## src/rtl/serial_add_ctrl.sv

```systemverilog
// Bit-serial add sequencer: drives an external 1-bit full-adder cell LSB-first,
// one bit per clock, and returns the WIDTH-bit sum with carry and signed overflow.
module serial_add_ctrl #(
   parameter int WIDTH = 8
) (
   input  logic             clk_i,
   input  logic             rst_i,
   input  logic             start_i,
   input  logic [WIDTH-1:0] a_i,
   input  logic [WIDTH-1:0] b_i,
   input  logic             carry_i,
   output logic             ready_o,
   output logic             fa_a_o,
   output logic             fa_b_o,
   output logic             fa_c_o,
   input  logic             fa_sum_i,
   input  logic             fa_carry_i,
   output logic             valid_o,
   input  logic             ack_i,
   output logic [WIDTH-1:0] sum_o,
   output logic             carry_o,
   output logic             overflow_o
);

   localparam int CW = $clog2(WIDTH);
   localparam logic [CW-1:0] LAST_BIT = CW'(WIDTH - 1);

   typedef enum logic [1:0] {
      S_IDLE,
      S_RUN,
      S_DONE
   } state_t;

   state_t           r_state;
   logic [WIDTH-1:0] r_a_sh;
   logic [WIDTH-1:0] r_b_sh;
   logic [WIDTH-1:0] r_res;
   logic [WIDTH-1:0] r_sum;
   logic             r_carry;
   logic             r_carry_out;
   logic             r_ovf;
   logic             r_ready;
   logic             r_valid;
   logic [CW-1:0]    r_cnt;

   logic             w_run;
   logic [WIDTH-1:0] w_res_next;

   assign w_run      = (r_state == S_RUN);
   assign w_res_next = {fa_sum_i, r_res[WIDTH-1:1]};

   // Cell inputs are forced low outside RUN so the cell sees no stray activity.
   assign fa_a_o     = w_run & r_a_sh[0];
   assign fa_b_o     = w_run & r_b_sh[0];
   assign fa_c_o     = w_run & r_carry;

   assign ready_o    = r_ready;
   assign valid_o    = r_valid;
   assign sum_o      = r_sum;
   assign carry_o    = r_carry_out;
   assign overflow_o = r_ovf;

   always_ff @(posedge clk_i) begin
      if (rst_i) begin
         r_state     <= S_IDLE;
         r_ready     <= 1'b1;
         r_valid     <= 1'b0;
         r_a_sh      <= '0;
         r_b_sh      <= '0;
         r_res       <= '0;
         r_sum       <= '0;
         r_carry     <= 1'b0;
         r_carry_out <= 1'b0;
         r_ovf       <= 1'b0;
         r_cnt       <= '0;
      end else begin
         case (r_state)
            S_IDLE: begin
               if (start_i) begin
                  r_a_sh  <= a_i;
                  r_b_sh  <= b_i;
                  r_carry <= carry_i;
                  r_cnt   <= '0;
                  r_ready <= 1'b0;
                  r_state <= S_RUN;
               end
            end
            S_RUN: begin
               r_res   <= w_res_next;
               r_a_sh  <= r_a_sh >> 1;
               r_b_sh  <= r_b_sh >> 1;
               r_carry <= fa_carry_i;
               r_cnt   <= r_cnt + 1'b1;
               // MSB cycle: r_carry is the carry into the MSB, fa_carry_i the carry out.
               if (r_cnt == LAST_BIT) begin
                  r_sum       <= w_res_next;
                  r_carry_out <= fa_carry_i;
                  r_ovf       <= r_carry ^ fa_carry_i;
                  r_valid     <= 1'b1;
                  r_state     <= S_DONE;
               end
            end
            S_DONE: begin
               if (ack_i) begin
                  r_valid <= 1'b0;
                  r_ready <= 1'b1;
                  r_state <= S_IDLE;
               end
            end
            default: begin
               r_valid <= 1'b0;
               r_ready <= 1'b1;
               r_state <= S_IDLE;
            end
         endcase
      end
   end

endmodule

```

## config.mk

```make
export PLATFORM = sky130hd
export DESIGN_NAME = serial_add_ctrl
export DESIGN_NICKNAME = d
export VERILOG_FILES = /design/src/rtl/serial_add_ctrl.sv
export SDC_FILE = /design/constraint.sdc
export NUM_CORES = 1
export LEC_CHECK = 0
export ABC_AREA = 1
export BUFFER_PORTS_ARGS = -buffer_cell sky130_fd_sc_hd__buf_2
export CAP_MARGIN = 20
export CORE_MARGIN = 1.5
export CORE_UTILIZATION = 39
export DETAILED_ROUTE_END_ITERATION = 10
export SLEW_MARGIN = 40
export SYNTH_ARGS = -nofsm -noshare
export SYNTH_HDL_FRONTEND = slang
export SYNTH_SLANG_ARGS = --single-unit
```

## constraint.sdc

```tcl
create_clock -name clk_i -period 2.55 [get_ports clk_i]
set_input_delay 0.1275 -clock clk_i [delete_from_list [all_inputs] [get_ports clk_i]]
set_output_delay 0.1275 -clock clk_i [all_outputs]
set_load 0.02 [all_outputs]
```

Yosys cells after proc, flatten, opt, wreduce, memory -nomap -nowiden
Cells that the tools add are included.
{ "totals": {"reg_bits": 42, "in_bits": 23, "output_inout_bits": 15, "word_cells": 49} }
{ "op_classes": {"n_addsub": 1, "eq_ne": 6, "n_mux": 18, "n_bitwise": 6, "n_reduce_logical": 7} }
{ "op_table": {"columns": ["op", "n"], "rows": [
  ["one-hot mux 8 bit (2 select lines)", 2],
  ["two-way mux 8 bit", 2],
  ["AND reduction 3 bit", 3],
  ["two-way mux 2 bit", 3],
  ["one-hot mux 1 bit (3 select lines)", 2],
  ["one-hot mux 2 bit (3 select lines)", 1],
  ["one-hot mux 3 bit (2 select lines)", 1],
  ["two-way mux 1 bit", 5],
  ["!= test 2 bit (second input constant)", 2],
  ["AND reduction 2 bit", 2],
  ["adder 3 x 1 -> 3 bit (second input constant)", 1],
  ["bitwise AND 1 bit", 3],
  ["equality test 3 bit (second input constant)", 1],
  ["two-way mux 3 bit", 1],
  ["equality test 2 x 1 -> 1 bit (second input constant)", 1],
  ["equality test 2 bit (second input constant)", 1],
  ["zero test 2 bit", 1],
  ["!= test 2 x 1 -> 1 bit (second input constant)", 1],
  ["NOT 1 bit", 2],
  ["one-hot mux 1 bit (2 select lines)", 1],
  ["nonzero test 2 bit", 1],
  ["bitwise XOR 1 bit", 1]
]} }

Logic depth before layout (Yosys ltp)
Gate-level depths: netlist of run 1.
{ "logic_depth": {"ltp_word": 3, "mapped_depth": 7, "mapped_depth_nobuf": 7} }

Worst setup path after synthesis of run 1
Ideal clock, no wire load.
{ "synth_path": {"path_type": "reg2reg", "start": "reg r_cnt[0]", "end": "reg r_carry_out, in the netlist carry_o", "setup_ns": 0.116, "arrival_time_ns": 1.145, "required_ns": 2.434, "setup_slack_ns": 1.289, "path_stages_with_launch": 8, "path_buffers": 1, "synth_period_minus_slack_ns": 1.261, "path_cell_list": "dfxtp_1 ha_1 ha_1 inv_1 nor2_4 buf_2 o21ai_0 nor2_1"} }
{ "synth_via": {"elab_chain_len": 2} }
{ "synth_lines": {"columns": ["item", "line_no", "rtl"], "rows": [
  ["start: declaration", "44", "logic [CW-1:0] r_cnt;"],
  ["start signal: assignment", "93", "r_cnt <= r_cnt + 1'b1;"],
  ["equality test 3 bit", "95", "if (r_cnt == LAST_BIT) begin"],
  ["AND reduction 2 bit (no line)", null, null],
  ["end signal: assignment", "97", "r_carry_out <= fa_carry_i;"],
  ["end: declaration", "40", "logic r_carry_out;"]
]} }
No other way between the ends.
A chain may end at the register's enable or synchronous reset.

Final worst setup path of run 1
{ "layout_path": {"start": "reg r_cnt[0]", "end": "reg r_sum[1], in the netlist sum_o[1]"} }
{ "layout_via": {"elab_chain_len": 2} }
{ "layout_lines": {"columns": ["item", "line_no", "rtl"], "rows": [
  ["equality test 3 bit", "95", null],
  ["AND reduction 2 bit (no line)", null, null],
  ["end signal: assignment", "96", "r_sum <= w_res_next;"],
  ["end: declaration", "38", "logic [WIDTH-1:0] r_sum;"]
]} }
No other way between the ends.

==> results of run 1 <==
## path summary, 6_finish.rpt
check	from	end
hold reg to reg	ready_o$_SDFFE_PP1P_	ready_o$_SDFFE_PP1P_
setup reg to reg	r_cnt[0]$_SDFFE_PP0P_	sum_o[1]$_SDFFE_PP0P_
hold / removal	fa_sum_i	sum_o[7]$_SDFFE_PP0P_
setup / recovery	r_cnt[0]$_SDFFE_PP0P_	sum_o[1]$_SDFFE_PP0P_
## through the flow
stage               area [µm²]  std cells  hold WS (ns)
finish                    1887        280       0.07485
global route              1887        280       0.07894
CTS                       1887        280       0.06814
detailed placement        1785        272        0.3706
global placement          1785        272        0.3750
floorplan                 1618        197        0.2624
## cells in the mapped netlist
cell type and number:
nor2_1 31, nand2_4 2, buf_2 4, inv_1 8, buf_6 3, a21o_1 1, inv_2 3, a21oi_1 26
nor3_1 1, a211oi_1 1, o22ai_1 15, dfxtp_1 41, o21ai_0 28, clkbuf_1 3, o21ai_1 5, ha_1 2
xnor2_1 1, buf_4 2, nand2_1 15, nand3_1 3, nor2_4 2
## power by group through the flow
stage / combinational (mW) / sequential, mW / clock [mW]
2_1_floorplan: 0.116 / 0.715 / 0
3_3_place_gp: 0.146 / 0.720 / 0
3_5_place_dp: 0.145 / 0.720 / 0
4_1_cts: 0.146 / 0.705 / 0.474
5_1_grt: 0.167 / 0.710 / 0.502
6_report: 0.145 / 0.705 / 0.463
## area by class of cell
type | count | area [µm²]
Clock buffer | 7 | 96.34
Timing Repair Buffer | 37 | 185.2
Inverter | 11 | 41.29
Fill cell | 421 | 2113
Sequential cell | 41 | 820.8
Multi-Input combinational cell | 133 | 675.6
Tap cell | 50 | 62.56
Clock inverter | 1 | 5.005
## layer usage
metal	track usage	part of all wire
met1	0.2312	0.51
met5	0	0
met4	0.06888	0.017
met2	0.2475	0.42
met3	0.04167	0.054
## worst min-delay path, stage by stage
cell	delay [ns]
buf_2	0.09
nor2_1	0.04
nor2_1	0.08
## cells by family after synthesis
kind of cell	Yosys count	synth area share
xor+xnor	1	0.005415
flops	41	0.5073
simple gates	54	0.1469
fa+ha+maj	2	0.01547
buf+inv	23	0.07502
compound gates	76	0.2498
## sequential cells by signal (all words and copies together) (netlist names)
name and flops:
overflow_o 1, sum_o 8, r_cnt 3, r_a_sh 8, r_b_sh 8, r_res 7
carry_o 1, ready_o 1, valid_o 1, r_state 2, r_carry 1
==> metrics.md, run 1 <==
| Metric | Value |
|---|---|
| Status | `finished clean` |
| Dpl ws | `roughly 1.1 ns` |
| Finished Core Util | `0.4717` |
| Gr ovfl total | `0` |
| Bufs on Longest Clock Path | `2` |
| # IOs | `38` |
| First-pass GRT wire length | `about 5.7 mm` |
| Share of cells above drive strength 1 | `0.2304` |
| Crit-path slowest cell | `dfxtp_1` |
| Pwr Total | `about 1.3 mW` |
| Die Span Y | `about 67 µm` |
| Critical Path, Cell by Cell | `ha_1 > ha_1 > inv_1 > nor2_4 > inv_2 > nor2_1 > nor2_1` |
| CTS root buf | `clkbuf_8` |
| Critical Path Stages | `7` |
| F_max | `a little under 700 MHz` |
| Reg-to-reg slack, setup | `1.06 ns` |
| Syn Inst Count | `197` |
| Worst slew pin tran | `0.5579 ns` |
| Setup crit end kind | `flop` |
| Worst-path clk slew | `roughly 0.080 ns` |
| Synthesized area per cell | `roughly 8.2 µm²` |
| Final cycle utilization of the critical path | `0.5826` |
| Pint | `~0.98 mW` |
| Worst hold path depth | `3` |
| Drt pass-1 iters | `4` |
| Number of gates resized after CTS | `0` |
| Static Leak | `between 0.8 and 0.9 nW` |
| Vias | `1409` |
| # clock sinks | `between 40 and 50` |
| P&R area growth vs syn | `16.63%` |
| CP bufs+invs | `2` |
| Hold_buf cts | `0` |
| Final Hold Fails | `0` |
| Register bit count reported by yosys | `41` |
| Synth top area cells | `dfxtp_1 51%, o21ai_0 8.7%, a21oi_1 8.0%, nor2_1 7.2%, o22ai_1 5.8%` |
| Largest net degree at the start of global routing | `35` |
| Total setup buffers inserted after CTS | `0` |
| Sequential Power Share | `0.537` |
| Initial core utilization | `0.4044` |
| Vias in the first global route | `1220` |
| Antenna viol nets, final | `0` |
| Final Skew | `roughly 0.0050 ns` |
| DRT Wirelength | `around 3.4 mm` |
| Worst stage delay on the critical path | `0.36 ns` |
| Via/cell ratio | `5.032` |
| DR WL/cell | `between 10 and 15 µm` |
| Synth unique cells | `21` |
| Pwr dens | `between 600 and 700 nW/µm²` |
| Max-slew violation count | `0` |
| DRT iter0 DRCs | `101` |
| Comb pwr share | `0.111` |
| CTS Buf Count | `5` |
| Final setup margin | `around 1.1 ns` |
| Crit Path Class | `reg2reg` |
| Setup violations, final | `0` |
| Crit start category | `flop` |
| Dominant delay contributor by cell family on the critical path | `simple AND/OR/NAND/NOR gates` |
| Sw Ratio | `0.2522` |
| NetSw | `~0.33 mW` |
| Clock network fraction of total power | `0.353` |
| Die width | `between 60 and 70 µm` |
| VDD IR-drop max | `about 0.34 mV` |
| Mapped Nets | `222` |
| HPWL Detailed | `roughly 2.2 mm` |
| Unrepaired setup endpoints after global routing | `no` |
| Core area | `between 4000 and 5000 µm²` |
| H-tree levels | `2` |
| Max Cap Viol | `0` |
| Synth Cell Area | `~1600 µm²` |
| Register area share after synthesis | `0.5073` |
| CP max FO | `13` |
| ANT cells | `0` |
| Port Buffers | `37` |
| Relative slew slack | `0.6272` |
| Rows | `23` |
| Final TNS setup | `0 ns` |
| Commonest non-fill, non-tap cell in the layout | `dfxtp_1` |
| Synth Warn # | `0` |
| Biggest area consumer among synthesized cells | `dfxtp_1` |
| Hold Crit Class | `in2reg` |
| TritonCTS clock tree | `built` |
| Antenna violations before repair | `0` |
| Crit path arrival time | `1.67 ns` |
| Synth top area share | `0.5073` |
| Most frequent cells in the layout | `41 x dfxtp_1, 37 x buf_2, 31 x nor2_1, 28 x o21ai_0, 26 x a21oi_1` |
| R2R depth | `7` |
| Global Route Usage Sum | `0.1671` |
| DRC | `0` |
| DIE AREA | `roughly 4500 µm²` |
| Final #Nets | `254` |
| Critical Path RT | `2.74 ns` |
| Worst skew pair latency | `between 0.2 and 0.3 ns` |
| Minimum clock period | `around 1.5 ns` |
| GP Congestion | `around 0.72` |
(Power assumes the default switching activity.)
==> run 2: changes to the inputs <==
- clock period: 2.55 -> 1.5 ns (I/O delays scaled with it)
==> metrics.md, run 2 (same netlist as run 1, synthesis figures left out) <==
| Metric | Value |
|---|---|
| Gr ovfl total | `0` |
| Clock network fraction of total power | `0.310` |
| Share of cells above drive strength 1 | `0.2426` |
| Reg-to-reg startpoint | `r_cnt[0]$_SDFFE_PP0P_` |
| HPWL Detailed | `~2.5 mm` |
| Final #Nets | `261` |
| TritonCTS clock tree | `built` |
| Commonest non-fill, non-tap cell in the layout | `dfxtp_1` |
| Rows | `23` |
| Setup crit end kind | `primary output` |
| ANT cells | `0` |
| Unrepaired setup endpoints after global routing | `no` |
| Largest net degree at the start of global routing | `35` |
| Bufs on Longest Clock Path | `2` |
| DRT Wirelength | `between 3 and 4 mm` |
| Max Cap Viol | `0` |
| Global Route Usage Sum | `0.1691` |
| DR WL/cell | `12.35 µm` |
| Crit start category | `flop` |
| Crit Path Class | `reg2out` |
| Final TNS setup | `0 ns` |
| First-pass GRT wire length | `between 5 and 6 mm` |
| Fin area | `1937 µm²` |
| Die width | `67.41 µm` |
| Multi-input gate area | `675.6 µm²` |
| Worst slew pin tran | `around 0.31 ns` |
| NetSw | `~0.55 mW` |
| GP Congestion | `0.7159` |
| Static Leak | `~0.88 nW` |
| Sequential Power Share | `0.562` |
| Vias in the first global route | `between 1000 and 1500` |
| Final Skew | `around 0.0033 ns` |
| # clock sinks | `between 40 and 50` |
| Initial core utilization | `0.4044` |
| Most frequent cells in the layout | `41 x dfxtp_1, 37 x buf_2, 31 x nor2_1, 26 x a21oi_1, 26 x o21ai_0` |
| Setup violations, final | `0` |
| Minimum clock period | `roughly 1.4 ns` |
| Antenna violations before repair | `0` |
| Drt pass-1 iters | `4` |
| Final cycle utilization of the critical path | `0.9143` |
| DRT iter0 DRCs | `50` |
| Critical Path Source | `r_state[0]$_SDFFE_PP0P_` |
| Crit path arrival time | `roughly 1.3 ns` |
| DRC | `0` |
| Placed Area | `around 1900 µm²` |
| Port Buffers | `37` |
| Status | `finished clean` |
| Comb pwr share | `0.128` |
| Layout fillers | `a little under 400` |
| # IOs | `38` |
| Max-slew violation count | `0` |
| Worst skew pair latency | `roughly 0.29 ns` |
| CTS Buf Count | `5` |
| Core area | `4000 µm²` |
| P&R area growth vs syn | `19.72%` |
| Relative slew slack | `0.7929` |
| CP max FO | `8` |
| Sw Ratio | `0.2591` |
| F_max | `between 700 and 800 MHz` |
| Pint | `around 1.6 mW` |
| CTS root buf | `clkbuf_8` |
| Die Span Y | `just under 70 µm` |
| H-tree levels | `2` |
| Pwr dens | `around 1100 nW/µm²` |
| VDD IR-drop max | `just over 0.7 mV` |
| Reg area | `820.8 µm²` |
| Antenna viol nets, final | `0` |
| Critical Path RT | `1.42 ns` |
| Hold_buf cts | `0` |
| Hold Crit Class | `in2reg` |
| Worst-path clk slew | `0.07 ns` |
| DIE AREA | `roughly 4500 µm²` |
| Via/cell ratio | `roughly 5.0` |
| Final Hold Fails | `0` |
| Vias | `roughly 1400` |
| Worst Hold Launch | `fa_sum_i` |
[run 2: metal layers]
layer,wire length (µm),up-vias,global-route usage
met1,1780,643,0.2278
li1,-,755,-
met4,72,0,0.08418
met5,0,-,0
met2,1552,23,0.2525
met3,113,7,0.04000
[run 2: cell type report]
type | count | share of cell area
clock buffer | 5 | 0.03553
clock inverter | 1 | 0.002584
inverter | 11 | 0.02132
multi-input combinational | 133 | 0.3488
sequential | 41 | 0.4238
tap | 50 | 0.03230
timing repair buffer | 44 | 0.1357
[run 2: path summary, 6_finish.rpt]
kind / end / slack (ns) / depth (start not counted)
max: fa_a_o / 0.13 / 4
min reg2reg: r_cnt[0]$_SDFFE_PP0P_ / 0.46 / 1
max reg2reg: sum_o[3]$_SDFFE_PP0P_ / 0.17 / 7
min: sum_o[7]$_SDFFE_PP0P_ / 0.02 / 3
[run 2: worst max-delay path: stages (launching register included)]
cell	delay (ns)
dfxtp_1	0.43
nand2_4	0.13
buf_4	0.19
nor2_1	0.09
buf_2	0.16
[run 2: per-stage QoR]
step | cells | power (mW) | utilization | setup slack, ns | hold WS (ns)
2_1_floorplan | 197 | 1.414 | - | 0.2389 | 0.2099
3_3_place_gp | 279 | 1.495 | 0.4657 | 0.2106 | 0.3209
3_5_place_dp | 279 | 1.496 | 0.4657 | 0.1761 | 0.3366
4_1_cts | 285 | 2.159 | 0.4842 | 0.1082 | 0.01819
5_1_grt | 285 | 2.244 | 0.4842 | 0.01754 | 0.05282
6_report | 285 | 2.130 | 0.4842 | 0.1286 | 0.02346
[run 2: power groups by stage]
| stage | Combinational (mW) | Sequential, mW | Clock, mW |
|---|---|---|---|
| floorplan | 0.197 | 1.22 | 0 |
| global placement | 0.273 | 1.22 | 0 |
| detailed placement | 0.274 | 1.22 | 0 |
| CTS | 0.276 | 1.20 | 0.686 |
| global route | 0.306 | 1.21 | 0.733 |
| finish | 0.272 | 1.20 | 0.660 |
[run 2: what timing repair did]
action / in CTS / in global routing
buffers inserted: 0 / 0
resized for setup: 0 / 2
setup endpoints to repair: 0 / 2
==> run 3: changes to the inputs <==
- CORE_UTILIZATION: 39 -> 52
- PLACE_DENSITY: default -> 0.78
==> metrics.md, run 3 (same netlist as run 1, synthesis figures left out) <==
| Metric | Value |
|---|---|
| CTS Buf Count | `5` |
| Placed instance count | `263` |
| Routing usage on met1 | `0.2818` |
| Final #Nets | `between 200 and 300` |
| Largest net degree at the start of global routing | `35` |
| First-pass GRT wire length | `between 5 and 6 mm` |
| Max Cap Viol | `0` |
| Reg-to-reg slack, setup | `~0.13 ns` |
| GP Congestion | `0.7767` |
| R2R depth | `7` |
| Die Span Y | `between 50 and 60 µm` |
| Most frequent cells in the layout | `40 x dfxtp_1, 36 x buf_2, 31 x nor2_1, 27 x o21ai_0, 26 x a21oi_1` |
| VDD IR-drop max | `about 0.6 mV` |
| DIE AREA | `~3500 µm²` |
| Critical Path, Cell by Cell | `inv_2 > nand2_4 > buf_4 > nor2_1 > buf_2` |
| P&R area growth vs syn | `27.07%` |
| Bufs on Longest Clock Path | `2` |
| Unrepaired setup endpoints after global routing | `no` |
| Pwr dens | `1096 nW/µm²` |
| Antenna violations before repair | `0` |
| Crit-path slowest cell | `dfxtp_1` |
| DRC | `0` |
| Worst slew pin tran | `between 0.3 and 0.4 ns` |
| Static Leak | `0.9416 nW` |
| Gr busiest metal | `met2` |
| Crit start category | `flop` |
| Reg-to-reg startpoint | `r_cnt[0]$_SDFFE_PP0P_` |
| Total setup buffers inserted after CTS | `0` |
| Layout fillers | `267` |
| Final Skew | `0.005078 ns` |
| HPWL Detailed | `approximately 2.2 mm` |
| CP max FO | `12` |
| Crit path to | `fa_a_o` |
| H-tree levels | `2` |
| TritonCTS clock tree | `built` |
| Antenna viol nets, final | `0` |
| Vias | `1489` |
| Worst-path clk slew | `approximately 0.11 ns` |
| Minimum clock period | `between 1 and 1.5 ns` |
| Layout Cells excl Fill | `284` |
| Die width | `approximately 60 µm` |
| Crit Path Class | `reg2out` |
| Worst stage delay on the critical path | `roughly 0.34 ns` |
| Port Buffers | `37` |
| # clock sinks | `slightly above 40` |
| Drt pass-1 iters | `4` |
| Hold Crit Class | `in2reg` |
| Crit path arrival time | `between 1 and 1.5 ns` |
| Relative slew slack | `0.7934` |
| Initial core utilization | `0.5388` |
| GR Layer Usage met2 | `0.3619` |
| Via/cell ratio | `between 5 and 6` |
| Final cycle utilization of the critical path | `0.9403` |
| Final TNS setup | `0 ns` |
| CTS root buf | `clkbuf_4` |
| Final Hold Fails | `0` |
| # IOs | `38` |
| Max-slew violation count | `0` |
| Commonest non-fill, non-tap cell in the layout | `dfxtp_1` |
| Reg2reg end | `sum_o[6]$_SDFFE_PP0P_` |
| DRT iter0 DRCs | `approximately 110` |
| Fin Hold WS | `a little over 0.007 ns` |
| ANT cells | `0` |
| Critical Path Source | `r_state[1]$_SDFFE_PP0P_` |
| DRT Wirelength | `approximately 3.6 mm` |
| Setup crit end kind | `primary output` |
| DR WL/cell | `between 10 and 15 µm` |
| Critical Path RT | `1.42 ns` |
| F_max | `approximately 700 MHz` |
| Worst skew pair latency | `0.35 ns` |
| Vias in the first global route | `about 1300` |
| GR Util met3 | `0.05934` |
| Gr ovfl total | `0` |
| Status | `finished clean` |
| Setup violations, final | `0` |
| Global Route Usage Sum | `0.2257` |
| Share of cells above drive strength 1 | `0.2390` |
| Core area | `around 3000 µm²` |
| Rows | `20` |
run 3: worst min-delay path by stage:
stage                          start                      end  slack, ns  depth (start not counted)
final                        start_i  r_state[0]$_SDFFE_PP0P_      0.007                          3
after global routing         start_i  r_state[0]$_SDFFE_PP0P_      0.002                          3
after CTS                     b_i[5]   r_b_sh[5]$_SDFFE_PP0P_      0.006                          3
after detailed placement    fa_sum_i    sum_o[7]$_SDFFE_PP0P_       0.34                          3
after global placement      fa_sum_i    sum_o[7]$_SDFFE_PP0P_       0.33                          3
after floorplan           fa_carry_i     carry_o$_SDFFE_PP0P_       0.21                          2
run 3: worst max-delay path, delay by kind of cell, from the launching register on:
family / cells / cell delay, ns
buffers and inverters: 3 / 0.46
DFF: 1 / 0.34
and+or+nand+nor: 2 / 0.19
run 3: stage by stage:
step | util | cell area, µm² | power [mW] | setup slack, ns
global route | 0.6846 | 2056 | 2.357 | 0.004356
floorplan | - | 1618 | 1.414 | 0.2389
detailed placement | 0.6117 | 1837 | 1.495 | 0.1515
CTS | 0.6833 | 2052 | 2.259 | 0.05893
global placement | 0.6117 | 1837 | 1.490 | 0.1994
finish | 0.6846 | 2056 | 2.252 | 0.08962
run 3: where the power goes:
part | switching, mW | internal (mW) | leakage (nW)
clock network | 0.352 | 0.398 | 0.0455
registers | 0.0404 | 1.16 | 0.337
logic | 0.163 | 0.139 | 0.559
total | 0.556 | 1.70 | 0.942
run 3: cell type report:
type | instances | area (µm²) | share of cell area
inverters | 11 | 41.29 | 0.02009
multi-input cells | 133 | 675.6 | 0.3287
clock buffers | 7 | 55.05 | 0.02678
flip-flops and latches | 41 | 822.0 | 0.3999
repair buffers | 58 | 390.4 | 0.1899
well taps | 33 | 41.29 | 0.02009
clock inverters | 1 | 30.03 | 0.01461
run 3: routing by layer:
layer	part of all wire	up-vias
li1	-	779
met1	0.48	676
met2	0.46	29
met3	0.042	5
met4	0.018	0
met5	0	-
run 3: repair_timing:
item	4_1_cts	5_1_grt
hold buffers	13	0
hold endpoints to repair	13	0
setup endpoints to repair	0	3
gates resized for setup	0	3
